## config.mk

```make
export PLATFORM = sky130hd
export DESIGN_NAME = flag_unit
export DESIGN_NICKNAME = d
export VERILOG_FILES = /design/src/rtl/flag_unit.sv
export SDC_FILE = /design/constraint.sdc
export NUM_CORES = 1
export LEC_CHECK = 0
export BUFFER_PORTS_ARGS = -buffer_cell sky130_fd_sc_hd__buf_2
export CAP_MARGIN = 5
export CORE_MARGIN = 5
export CORE_UTILIZATION = 52
export CTS_BUF_LIST = sky130_fd_sc_hd__clkbuf_16
export CTS_CLUSTER_DIAMETER = 40
export CTS_CLUSTER_SIZE = 16
export DETAILED_ROUTE_END_ITERATION = 8
export GPL_TIMING_DRIVEN = 0
export PLACE_DENSITY = 0.79
export REMOVE_ABC_BUFFERS = 1
export SLEW_MARGIN = 30
export SYNTH_ARGS = -nofsm -noshare
export SYNTH_HDL_FRONTEND = slang
export SYNTH_SLANG_ARGS = --single-unit
```

## constraint.sdc

```tcl
create_clock -name clk -period 1.8 [get_ports clk]
set_input_delay 0.27 -clock clk [delete_from_list [all_inputs] [get_ports clk]]
set_output_delay 0.27 -clock clk [all_outputs]
set_load 0.05 [all_outputs]
```

## src/rtl/flag_unit.sv

```systemverilog
// flag_unit: captures one word, OR-reduces it a byte per cycle to derive the
// zero flag, then presents the word with zr/ng until downstream accepts it.
// A saturating counter tallies delivered words whose zero flag was set.
//
// Handshake semantics: a word moves upstream->block on an edge where
// in_valid && in_ready, and block->downstream on an edge where
// out_valid && out_ready. out_valid, out_data, zr and ng are held stable
// while out_valid && !out_ready. in_valid is ignored whenever in_ready is 0.
// WIDTH must be a multiple of 8 and at least 8.
module flag_unit #(
    parameter int WIDTH = 16,
    parameter int CNT_W = 8
) (
    input  logic             clk,
    input  logic             rst_n,
    input  logic             in_valid,
    input  logic [WIDTH-1:0] in_data,
    output logic             in_ready,
    output logic             out_valid,
    input  logic             out_ready,
    output logic [WIDTH-1:0] out_data,
    output logic             zr,
    output logic             ng,
    input  logic             clr_cnt,
    output logic [CNT_W-1:0] zero_cnt,
    output logic [1:0]       dbg_state
);

    localparam int NBYTES = WIDTH / 8;
    // Keep the index at least one bit wide so an 8-bit build still elaborates.
    localparam int IDX_W = (NBYTES > 1) ? $clog2(NBYTES) : 1;
    localparam logic [IDX_W-1:0] LAST_IDX = IDX_W'(NBYTES - 1);

    typedef enum logic [1:0] {
        IDLE = 2'd0,
        SCAN = 2'd1,
        DONE = 2'd2
    } state_t;

    state_t             state_q, state_d;
    logic [WIDTH-1:0]   hold_q, hold_d;
    logic               acc_q, acc_d;
    logic [IDX_W-1:0]   idx_q, idx_d;
    logic [WIDTH-1:0]   out_data_q, out_data_d;
    logic [CNT_W-1:0]   zero_cnt_q, zero_cnt_d;
    logic               byte_or;
    logic               handshake;

    // OR-reduce the hold byte selected by the current scan index.
    always_comb begin
        byte_or = 1'b0;
        for (int b = 0; b < NBYTES; b++) begin
            if (idx_q == IDX_W'(b)) begin
                byte_or = |hold_q[8*b +: 8];
            end
        end
    end

    // Next-state, datapath and counter updates.
    always_comb begin
        state_d    = state_q;
        hold_d     = hold_q;
        acc_d      = acc_q;
        idx_d      = idx_q;
        out_data_d = out_data_q;
        zero_cnt_d = zero_cnt_q;
        handshake  = 1'b0;

        case (state_q)
            IDLE: begin
                if (in_valid) begin
                    hold_d  = in_data;
                    acc_d   = 1'b0;
                    idx_d   = '0;
                    state_d = SCAN;
                end
            end
            SCAN: begin
                acc_d = acc_q | byte_or;
                if (idx_q == LAST_IDX) begin
                    idx_d      = '0;
                    out_data_d = hold_q;
                    state_d    = DONE;
                end else begin
                    idx_d = idx_q + IDX_W'(1);
                end
            end
            DONE: begin
                if (out_ready) begin
                    handshake = 1'b1;
                    state_d   = IDLE;
                end
            end
            default: begin
                state_d = IDLE;
            end
        endcase

        // Clear beats a coincident increment; the count sticks at all-ones.
        if (clr_cnt) begin
            zero_cnt_d = '0;
        end else if (handshake && !acc_q && (zero_cnt_q != {CNT_W{1'b1}})) begin
            zero_cnt_d = zero_cnt_q + CNT_W'(1);
        end
    end

    // State and datapath registers with asynchronous active-low reset.
    always_ff @(posedge clk or negedge rst_n) begin
        if (!rst_n) begin
            state_q    <= IDLE;
            hold_q     <= '0;
            acc_q      <= 1'b0;
            idx_q      <= '0;
            out_data_q <= '0;
            zero_cnt_q <= '0;
        end else begin
            state_q    <= state_d;
            hold_q     <= hold_d;
            acc_q      <= acc_d;
            idx_q      <= idx_d;
            out_data_q <= out_data_d;
            zero_cnt_q <= zero_cnt_d;
        end
    end

    assign in_ready  = (state_q == IDLE);
    assign out_valid = (state_q == DONE);
    assign zr        = (state_q == DONE) & ~acc_q;
    assign ng        = (state_q == DONE) & hold_q[WIDTH-1];
    assign out_data  = out_data_q;
    assign zero_cnt  = zero_cnt_q;
    assign dbg_state = state_q;

endmodule

```

# Yosys cells after proc, flatten, opt, wreduce, memory -nomap -nowiden
# Index checks and enable logic that the tools add are counted.
[classes]
n_eq_ne = 6
bitwise_logic = 4
n_mux = 13
reduce_logical = 12
addsub = 2
[op_table]
columns = ["cell", "count"]
rows = [
  ["two-way mux 8 bit", 2],
  ["OR reduction 8 bit", 2],
  ["adder 8 x 1 -> 8 bit (second input constant)", 1],
  ["!= test 8 bit (second input constant)", 1],
  ["two-way mux 2 bit", 3],
  ["case mux 2 bit (3 select lines)", 1],
  ["AND reduction 2 bit", 3],
  ["two-way mux 1 bit", 5],
  ["!= test 2 bit (second input constant)", 2],
  ["case mux 1 bit (2 select lines)", 2],
  ["nonzero test 2 bit", 2],
  ["AND reduction 3 bit", 1],
  ["bitwise AND 1 bit", 2],
  ["equality test 2 x 1 -> 1 bit (second input constant)", 1],
  ["equality test 2 bit (second input constant)", 1],
  ["logical AND 1 bit", 2],
  ["logical NOT 2 bit", 1],
  ["!= test 2 x 1 -> 1 bit (second input constant)", 1],
  ["adder 1 bit (second input constant)", 1],
  ["logical NOT 1 bit", 1],
  ["NOT 1 bit", 1],
  ["bitwise OR 1 bit", 1],
]
[totals]
regBits = 44
wordCells = 43
inputBits = 21

# Longest topological paths before layout
# Gate-level depths: netlist of the first run.
[depth]
depth_word = 6
ltp_mapped = 5
depth_no_buf = 4

# Worst setup path after synthesis of the first run
# OpenSTA, ideal clock, no wires.
[synth_path]
kind = "register -> output"
from = "register state_q[1], in the netlist dbg_state[1]"
to = "output ng"
stages_incl_launch_ff = 4
arrival_time_ns = 1.916
path_slack_ns = -0.386
n_path_buf = 0
path_cell_list = "dfrtp_1 > or2b_1 > inv_1 > and2_1"
[synth_between]
elab_chain_len = 2
[synth_rtl]
columns = ["element", "line_no", "rtl"]
rows = [
  ["start: declaration", "40", "state_t state_q, state_d;"],
  ["start signal: assignment", "117", "state_q <= state_d;"],
  ["equality test 2 bit", "-", ""],
  ["named net out_valid", "19", "output logic out_valid,"],
  ["bitwise AND 1 bit", "129", "assign ng = (state_q == DONE) & hold_q[WIDTH-1];"],
  ["end: declaration", "23", "output logic ng,"],
]
# The timed path passes the listed nets, and every way through them passes these cells.

# Worst setup path after layout of the first run
[layout_path]
from = "register zero_cnt_q[0], in the netlist zero_cnt[0]"
to = "register zero_cnt_q[0], in the netlist zero_cnt[0]"
[layout_between]
elab_chain_len = 3
elab_cells_between_ends = 6
cone_classes = "add/sub (1); eq/ne (1); mux (2); reduce/logical (2)"
[layout_rtl]
columns = ["element", "line_no", "rtl"]
rows = [
  ["start: declaration", "45", "logic [CNT_W-1:0] zero_cnt_q, zero_cnt_d;"],
  ["start signal: assignment", "122", "zero_cnt_q <= zero_cnt_d;"],
  ["adder 8 x 1 -> 8 bit / != test 8 bit (equally long branches)", "103, 102", ""],
  ["two-way mux 8 bit / logical AND 1 bit (equally long branches)", "102", "end else if (handshake && !acc_q && (zero_cnt_q != {CNT_W{1'b1}})) begin"],
  ["two-way mux 8 bit / nonzero test 2 bit (equally long branches)", "-", ""],
]
# Parallel ways exist; a longest one is shown, timed or not. The select of a mux whose other input is x is not followed.
# A chain may end at the register's enable or synchronous reset.

==> results.txt, run 1 <==
status: finished with violations
failing checks: hold timing
routed vias/inst: 5.62
Max Fanout on Critical Path: 6
crit path time final: 1720 ps
chip width: 71.8 um
gate count after technology mapping: 148
largest net degree at the start of global routing: 45
#FFs+latches synth: 44
Top delay family on crit path: flip-flops
Simple-Gate Fraction of Synth Area: 12.7%
first-pass GRT wire length: 6780 um
row count: 22
Clock Path Buffers: 2
mux contribution to synthesized area: 20.3%
Final Hold Vio Count: 44
share of cells above drive strength 1: 50.5%
Initial DRC Count: 57
CTS Buf Count: 5
met3 Use GR: 3.79%
met1 Use GR: 20.0%
global placement routability congestion: 0.776
Starting Density: 53.9%
grt peak-use layer: met2
Setup Crit Path Kind: reg2reg
non-filler cells, final: 252
worst slack, placed: -42.3 ps
final worst slack: 80.2 ps
DRT Wirelength: 4150 um
Buf/Inv on CP: 0
yosys warns: 0
CP Data Required Time: 1970 ps
worst-skew pair later-pin latency: 280 ps
# DRC: 0
endpoints failing setup: 0
core area: 3690 um^2
clock skew: 5.63 ps
main combinational cell family by area after synthesis: multiplexers
fmax: 581 MHz
Design Area, Final: 2440 um^2
CP peak stage delay: 410 ps
DIE AREA: 5160 um^2
number of cells on the worst reg-to-reg path: 4
Max Cap Viol: 0
TNS Setup: 0 ps
initial antenna violation count: 0
Net count, final: 225
CP arrival: 1890 ps
H-tree levels: 2
via count: 1,416
DP Area: 2250 um^2
XOR/XNOR Fraction of Synth Area: 0%
hold slack: -27.6 ps
relative slew slack: 63.9%
Mean Syn Cell Area: 13.4 um^2
Total Power: 4.69 mW
TritonCTS clock tree: built
antenna viol nets, final: 0
# hold bufs at CTS: 0
die height: 71.8 um
Total Routing Usage GR: 17.1%
slowest CP cell: dfrtp_1
drt first pass iters: 4
Compound-Gate Fraction of Synth Area: 7.62%
worst-margin pin slew: 541 ps
area leader, netlist: dfrtp_1
FF-to-FF Start: zero_cnt[0]
Final Slew Violations: 0
crit end category: flip-flop
Unique masters post-synth: 37
area share of the largest cell type after synthesis: 55.4%
Cells after DPL: 239
Post-Synthesis Cell Area: 1990 um^2
adder-cell area share of the yosys netlist: 0.630%
met2 Use GR: 29.6%
ranking of synthesized cells by area: dfrtp_1 55%, mux2_2 19%, a41oi_1 2.2%, buf_4 1.5%, nor2_1 1.5%
port bufs: 50
Tcrit/Tclk final: 95.5%
final core utilization: 66.1%
hold crit path type: in2async
Startpoint Class: flip-flop
crit-path cells: ha_1, and2_1, a41oi_1, mux2_2
RSZ-0062 raised after global routing: no
Clock Root Buffer: clkbuf_16
IO Pins: 51
sequential area share after synthesis: 55.4%
wire per inst: 16.5 um
Worst R2R End: zero_cnt[0]
ant diodes: 0
maximum vdd drop: 1.14 mV
leakage: 1.13 nW
dpl hpwl: 2920 um
Overflow after GRT: 0
clk sinks: 44
number of global-route vias before repair: 1,470
Synth-to-Final Area Change: 22.7%
Cell Pwr Density: 1920 nW/um^2
FF-to-FF setup slack: 80 ps
Clock Pin Slew Worst Setup and Hold Paths: 60 ps
==> area by class of cell <==
class | instances | area (um^2)
multi-input cells | 91 | 820
inverters | 6 | 22.5
well taps | 48 | 60.1
clock buffers | 5 | 125
clock inverters | 3 | 15.0
flip-flops and latches | 44 | 1100
fillers | 295 | 1250
repair buffers | 55 | 293
==> report_power, final <==
group	internal (mW)	switching, mW	total (mW)
Sequential	1.42	0.313	1.73
Combinational	0.786	1.33	2.12
Clock	0.503	0.339	0.842
Total	2.71	1.98	4.69
==> registers in the layout, indices dropped and copies added, names as in the netlist <==
signal,flops
idx_q,1
zero_cnt,8
out_data,16
hold_q,16
acc_q,1
dbg_state,2
==> placed cells by master, fill, tap and decap left out, drive strengths merged, types with 2 or more instances in the layout <==
master  instances
buf            54
dfrtp          44
mux2           34
nor2            8
inv             7
clkbuf          6
a41oi           5
and2            4
and3            4
nor4            3
a311oi          3
nor2b           3
mux2i           2
o21ai           2
nor3            2
nand3           2
a21oi           2
nand2b          2
nor3b           2
nand2           2
==> cells by family (layout without fill, tap and decap cells) <==
kind of cell    after synthesis  after routing
buf+inv                      13             69
compound gates               17             17
mux                          36             36
flops                        44             44
fa+ha+maj                     1              1
simple gates                 37             37
==> per-layer routing <==
layer,up-vias,wire [um]
li1,655,-
met1,688,1660
met2,61,2110
met3,12,286
met4,0,97
met5,-,0
==> Yosys cell counts, drive strengths merged <==
library cell  number
a31oi              1
o21ai              2
or2b               1
nand4b             1
nand2              2
clkbuf             1
a21bo              1
ha                 1
a311oi             3
nand3              2
buf                6
mux2i              2
nor3               2
and3               4
nand4bb            1
a32o               1
dfrtp             44
nor4               3
nor2b              3
a41oi              5
a21oi              2
and4bb             1
nand2b             2
a2111oi            1
inv                6
nor3b              2
nor2               8
and2               4
mux2              34
nand4              1
a211oi             1
==> what timing repair did <==
| action | CTS | global route |
|---|---|---|
| pin swaps | 1 | 0 |
| setup buffers | 2 | 3 |
| gates resized for setup | 1 | 2 |
| setup endpoints to repair | 18 | 2 |
==> worst max path at each step <==
stage,from,to,cells after the start
floorplan,dbg_state[1],ng,3
global placement,dbg_state[1],hold_q[2],2
detailed placement,dbg_state[1],hold_q[2],2
CTS,dbg_state[0],ng,4
global route,dbg_state[0],ng,4
finish,zero_cnt[0],zero_cnt[0],4
Note: power is estimated with default switching activity, not from simulation.
==> run 2, diff against run 1 <==
Settings changed: CORE_UTILIZATION 52 to 45, PLACE_DENSITY 0.79 to 0.7.
==> run 2 against run 1 <==
Against the previous run: the flow still finishes with violations (hold timing); setup slack better by 11 ps; highest routed layer unchanged; non-clock buffer count shrank 2; sequential power about the same; largest power group unchanged.
==> results.txt, run 2 (synthesis results as in run 1) <==
leakage: 1.14 nW (+0.38%)
maximum vdd drop: 1.29 mV (+13%)
# DRC: 0 (unchanged)
drt first pass iters: 4 (unchanged)
TNS Setup: 0 ps (unchanged)
via count: 1,380 (-2.5%)
Overflow after GRT: 0 (unchanged)
CP Data Required Time: 1530 ps (-440 ps)
chip width: 76.5 um (+6.5%)
Total Power: 4.85 mW (+3.5%)
Buf/Inv on CP: 2 (+2)
non-filler cells, final: 254 (+0.79%)
Setup Crit Path Kind: reg2out
Tcrit/Tclk final: 94.9% (-0.61 points)
port bufs: 50 (unchanged)
first-pass GRT wire length: 7120 um (+5.1%)
Initial DRC Count: 61 (+7.0%)
Net count, final: 223 (-0.89%)
IO Pins: 51 (unchanged)
Startpoint Class: flip-flop
Max Fanout on Critical Path: 9 (+3)
share of cells above drive strength 1: 51.0% (+0.50 points)
endpoints failing setup: 0 (unchanged)
wire per inst: 16.2 um (-1.3%)
# hold bufs at CTS: 0 (unchanged)
most used cells in the layout excluding fill and tap cells: 48 x buf_2, 42 x dfrtp_1, 33 x mux2_2
Multi-input gate area: 820 um^2 (unchanged)
hold slack: -30.6 ps (-2.94 ps)
crit path time final: 1710 ps (-11.0 ps)
commonest non-fill, non-tap cell in the layout: buf_2
CTS Buf Count: 5 (unchanged)
clk sinks: 44 (unchanged)
Synth-to-Final Area Change: 24.2%
dpl hpwl: 2940 um (+0.87%)
failing checks: hold timing
initial antenna violation count: 0 (unchanged)
crit-path cells: or2b_1, inv_1, and2_1, clkbuf_4
Total Routing Usage GR: 15.2% (-1.9 points)
number of global-route vias before repair: 1,446 (-1.6%)
Clock Root Buffer: clkbuf_16
die height: 76.5 um (+6.5%)
core area: 4320 um^2 (+17%)
Top delay family on crit path: flip-flops
Design Area, Final: 2470 um^2 (+1.2%)
Final Hold Vio Count: 44 (unchanged)
routed vias/inst: 5.43 (-3.3%)
status: finished with violations
H-tree levels: 2 (unchanged)
relative slew slack: 63.9% (-0.092 points)
Cell Pwr Density: 1970 nW/um^2 (+2.2%)
antenna viol nets, final: 0 (unchanged)
fillcell total: 375 (+27%)
fmax: 585 MHz (+0.64%)
clock skew: 6.79 ps (+1.15 ps)
DRT Wirelength: 4130 um (-0.51%)
worst-skew pair later-pin latency: 280 ps (about the same)
worst-margin pin slew: 542 ps (+1.38 ps)
largest net degree at the start of global routing: 45 (unchanged)
crit end category: output port
CP peak stage delay: 480 ps (+70 ps)
DP Area: 2260 um^2 (+0.22%)
global placement routability congestion: 0.857 (+10%)
slowest CP cell: dfrtp_2
hold crit path type: in2async
register area: 1100 um^2 (unchanged)
Starting Density: 45.9% (-7.9 points)
RSZ-0062 raised after global routing: no
Cells after DPL: 243 (+1.7%)
ant diodes: 0 (unchanged)
TritonCTS clock tree: built
CP arrival: 1440 ps (-450 ps)
Clock Path Buffers: 2 (unchanged)
DIE AREA: 5840 um^2 (+13%)
Max Cap Viol: 0 (unchanged)
Clock Pin Slew Worst Setup and Hold Paths: 60 ps (about the same)
row count: 24 (+9.1%)
Final Slew Violations: 0 (unchanged)
run 2: path summary, 6_finish.rpt:
path / from / end / slack, ps / depth (start not counted)
setup / recovery: dbg_state[0] / ng / 90 / 4
hold reg to reg: dbg_state[1] / dbg_state[0] / 470 / 1
setup reg to reg: zero_cnt[0] / zero_cnt[0] / 140 / 4
min in group clk: in_data[9] / hold_q[9] / 210 / 2
hold / removal: rst_n / zero_cnt[1] / -30 / 1
max in group asynchronous: rst_n / dbg_state[1] / 1430 / 1
run 2: metal layers:
layer	part of all wire (%)	routed length, um	global-route usage (%)
met3	7.4	304	6.38
met2	49	2030	24.2
met1	42	1730	18.6
met4	1.4	58	5.24
met5	0	0	0
run 2: power by group:
part | total [mW] | switching [mW] | leakage, nW | internal, mW
Combinational | 2.11 | 1.33 | 0.525 | 0.784
Sequential | 1.72 | 0.301 | 0.535 | 1.42
Clock | 1.02 | 0.370 | 0.0798 | 0.651
Total | 4.85 | 2.00 | 1.14 | 2.85
run 2: stage by stage:
step	setup WS, ps	util, %
detailed placement	-63.2	52.2
global route	0.546	57.1
global placement	26.3	52.2
finish	91.1	57.1
CTS	8.25	56.6
floorplan	-387	-
run 2: repair_timing:
item	4_1_cts	5_1_grt
pin swaps	0	0
gates resized for setup	1	2
endpoints found under the setup margin	17	1
setup buffers	1	2
run 2: layout make-up:
type                    count  share of cell area, %
inverters                   6                  0.912
clock inverters             3                   1.72
repair buffers             53                   11.8
multi-input cells          91                   33.2
clock buffers               5                   5.07
well taps                  52                   2.64
flip-flops and latches     44                   44.7
==> run 3, diff against run 2 <==
Settings changed: CORE_ASPECT_RATIO from default to 1.1.
==> run 3 against run 2 <==
Against the previous run: the flow still finishes with violations (hold timing); critical path depth fell by 1; first-iteration DRC count fell by 13%; cell count fell by 0.39%; sequential share of layout area fell by 0.090 points; clock-buffer cell count did not move; setup slack got worse by 19 ps; die area barely moved; wire length barely moved; clock power rose by 12%; total power rose by 2.0%; design area rose by 0.20%; sequential power barely moved; critical endpoint is now zr.
==> results.txt, run 3 (synthesis results as in run 1) <==
DRT Wirelength: 4130 um (about the same)
failing checks: hold timing
DIE AREA: 5850 um^2 (about the same)
antenna viol nets, final: 0 (unchanged)
global placement routability congestion: 0.722 (-16%)
die height: 79.7 um (+4.2%)
Clock Path Buffers: 2 (unchanged)
clock skew: 3.68 ps (-3.11 ps)
final core utilization: 57.7% (+0.63 points)
Tcrit/Tclk final: 96.0% (+1.0 points)
clk sinks: 44 (unchanged)
Final Slew Violations: 0 (unchanged)
port bufs: 50 (unchanged)
Starting Density: 46.4% (+0.42 points)
Cell Pwr Density: 2000 nW/um^2 (+1.8%)
routed vias/inst: 5.55 (+2.1%)
Synth-to-Final Area Change: 24.5%
Setup Crit Path Kind: reg2out
CTS Buf Count: 5 (unchanged)
Total Routing Usage GR: 15.6% (+0.40 points)
CP arrival: 1460 ps (+20 ps)
fmax: 579 MHz (-1.1%)
hold crit path type: in2async
Startpoint Class: flip-flop
Net count, final: 221 (-0.90%)
Overflow after GRT: 0 (unchanged)
Design Area, Final: 2470 um^2 (+0.20%)
row count: 25 (+4.2%)
via count: 1,403 (+1.7%)
hold slack: -18.8 ps (+11.8 ps)
relative slew slack: 63.4% (-0.45 points)
endpoints failing setup: 0 (unchanged)
first-pass GRT wire length: 7160 um (+0.59%)
Clock Root Buffer: clkbuf_16
dpl hpwl: 2960 um (+0.75%)
status: finished with violations
Final Hold Vio Count: 44 (unchanged)
crit end category: output port
ant diodes: 0 (unchanged)
RSZ-0062 raised after global routing: no
Cells after DPL: 245 (+0.82%)
core area: 4290 um^2 (-0.90%)
non-filler cells, final: 253 (-0.39%)
worst slack, placed: -59.0 ps (+4.17 ps)
H-tree levels: 2 (unchanged)
final worst slack: 72.3 ps (-18.8 ps)
# DRC: 0 (unchanged)
Max Fanout on Critical Path: 9 (unchanged)
Max Cap Viol: 0 (unchanged)
TritonCTS clock tree: built
number of global-route vias before repair: 1,483 (+2.6%)
leakage: 1.14 nW (about the same)
worst-margin pin slew: 549 ps (+6.68 ps)
initial antenna violation count: 0 (unchanged)
drt first pass iters: 4 (unchanged)
Initial DRC Count: 53 (-13%)
maximum vdd drop: 1.20 mV (-7.2%)
worst-skew pair later-pin latency: 280 ps (about the same)
FF-to-FF setup slack: 100 ps (-40 ps)
Clock Pin Slew Worst Setup and Hold Paths: 60 ps (about the same)
CP Data Required Time: 1530 ps (about the same)
IO Pins: 51 (unchanged)
chip width: 73.4 um (-4.0%)
largest net degree at the start of global routing: 45 (unchanged)
commonest non-fill, non-tap cell in the layout: buf_2
share of cells above drive strength 1: 50.3% (-0.74 points)
wire per inst: 16.3 um (+0.47%)
DP Area: 2260 um^2 (+0.11%)
crit path time final: 1730 ps (+18.8 ps)
most used cells in the layout excluding fill and tap cells: 48 x buf_2, 42 x dfrtp_1, 33 x mux2_2
## run 3: cell count changes in the layout (fill, tap and decap cells not counted)
cell	change
bufinv_16	+1
clkbuf_4	-1
clkinvlp_4	-1
clkinv_2	-1
buf_4	-1
## run 3: timing repair
action                     in CTS  in global routing
hold buffers                    0                  0
gates resized for setup         2                  1
setup endpoints to repair      18                  1
hold endpoints to repair        0                  0
pin swaps                       1                  0
setup buffers                   1                  0
## run 3: worst max-delay path, stage by stage, from the launching register on
cell and delay, ps:
dfrtp_2 500, or2b_1 280, nor2_1 120, buf_2 280
## run 3: worst paths after layout
kind,cells after the start,startpoint,end
worst max-delay path,3,dbg_state[1],zr
worst min-delay path,1,rst_n,zero_cnt[2]
worst max register to register,4,zero_cnt[0],zero_cnt[0]
worst min register to register,1,out_data[6],out_data[6]
max in group asynchronous,1,rst_n,dbg_state[1]
min in group clk,2,in_data[14],hold_q[14]
## run 3: cell type report
cell class	instances	area, um^2
Fill cell	351	1810
Clock buffer	5	125
Sequential cell	44	1100
Multi-Input combinational cell	91	820
Timing Repair Buffer	51	275
Tap cell	54	67.6
Inverter	6	22.5
Clock inverter	2	60.1
## run 3: stage by stage
step | TNS [ps] | power, mW
after global routing | 0 | 5.20
after global placement | 0 | 3.70
after CTS | 0 | 5.00
after detailed placement | -785 | 3.80
final | 0 | 4.95
after floorplan | -652 | 3.28
## run 3: layer usage
metal | global-route usage [%] | part of all wire [%]
met1 | 19.5 | 40
met2 | 25.7 | 50
met3 | 3.90 | 7.4
met4 | 6.52 | 1.8
met5 | 0 | 0
## run 3: report_power, final
group | switching (mW) | internal [mW]
combinational | 1.31 | 0.758
clock | 0.351 | 0.786
sequential | 0.329 | 1.42
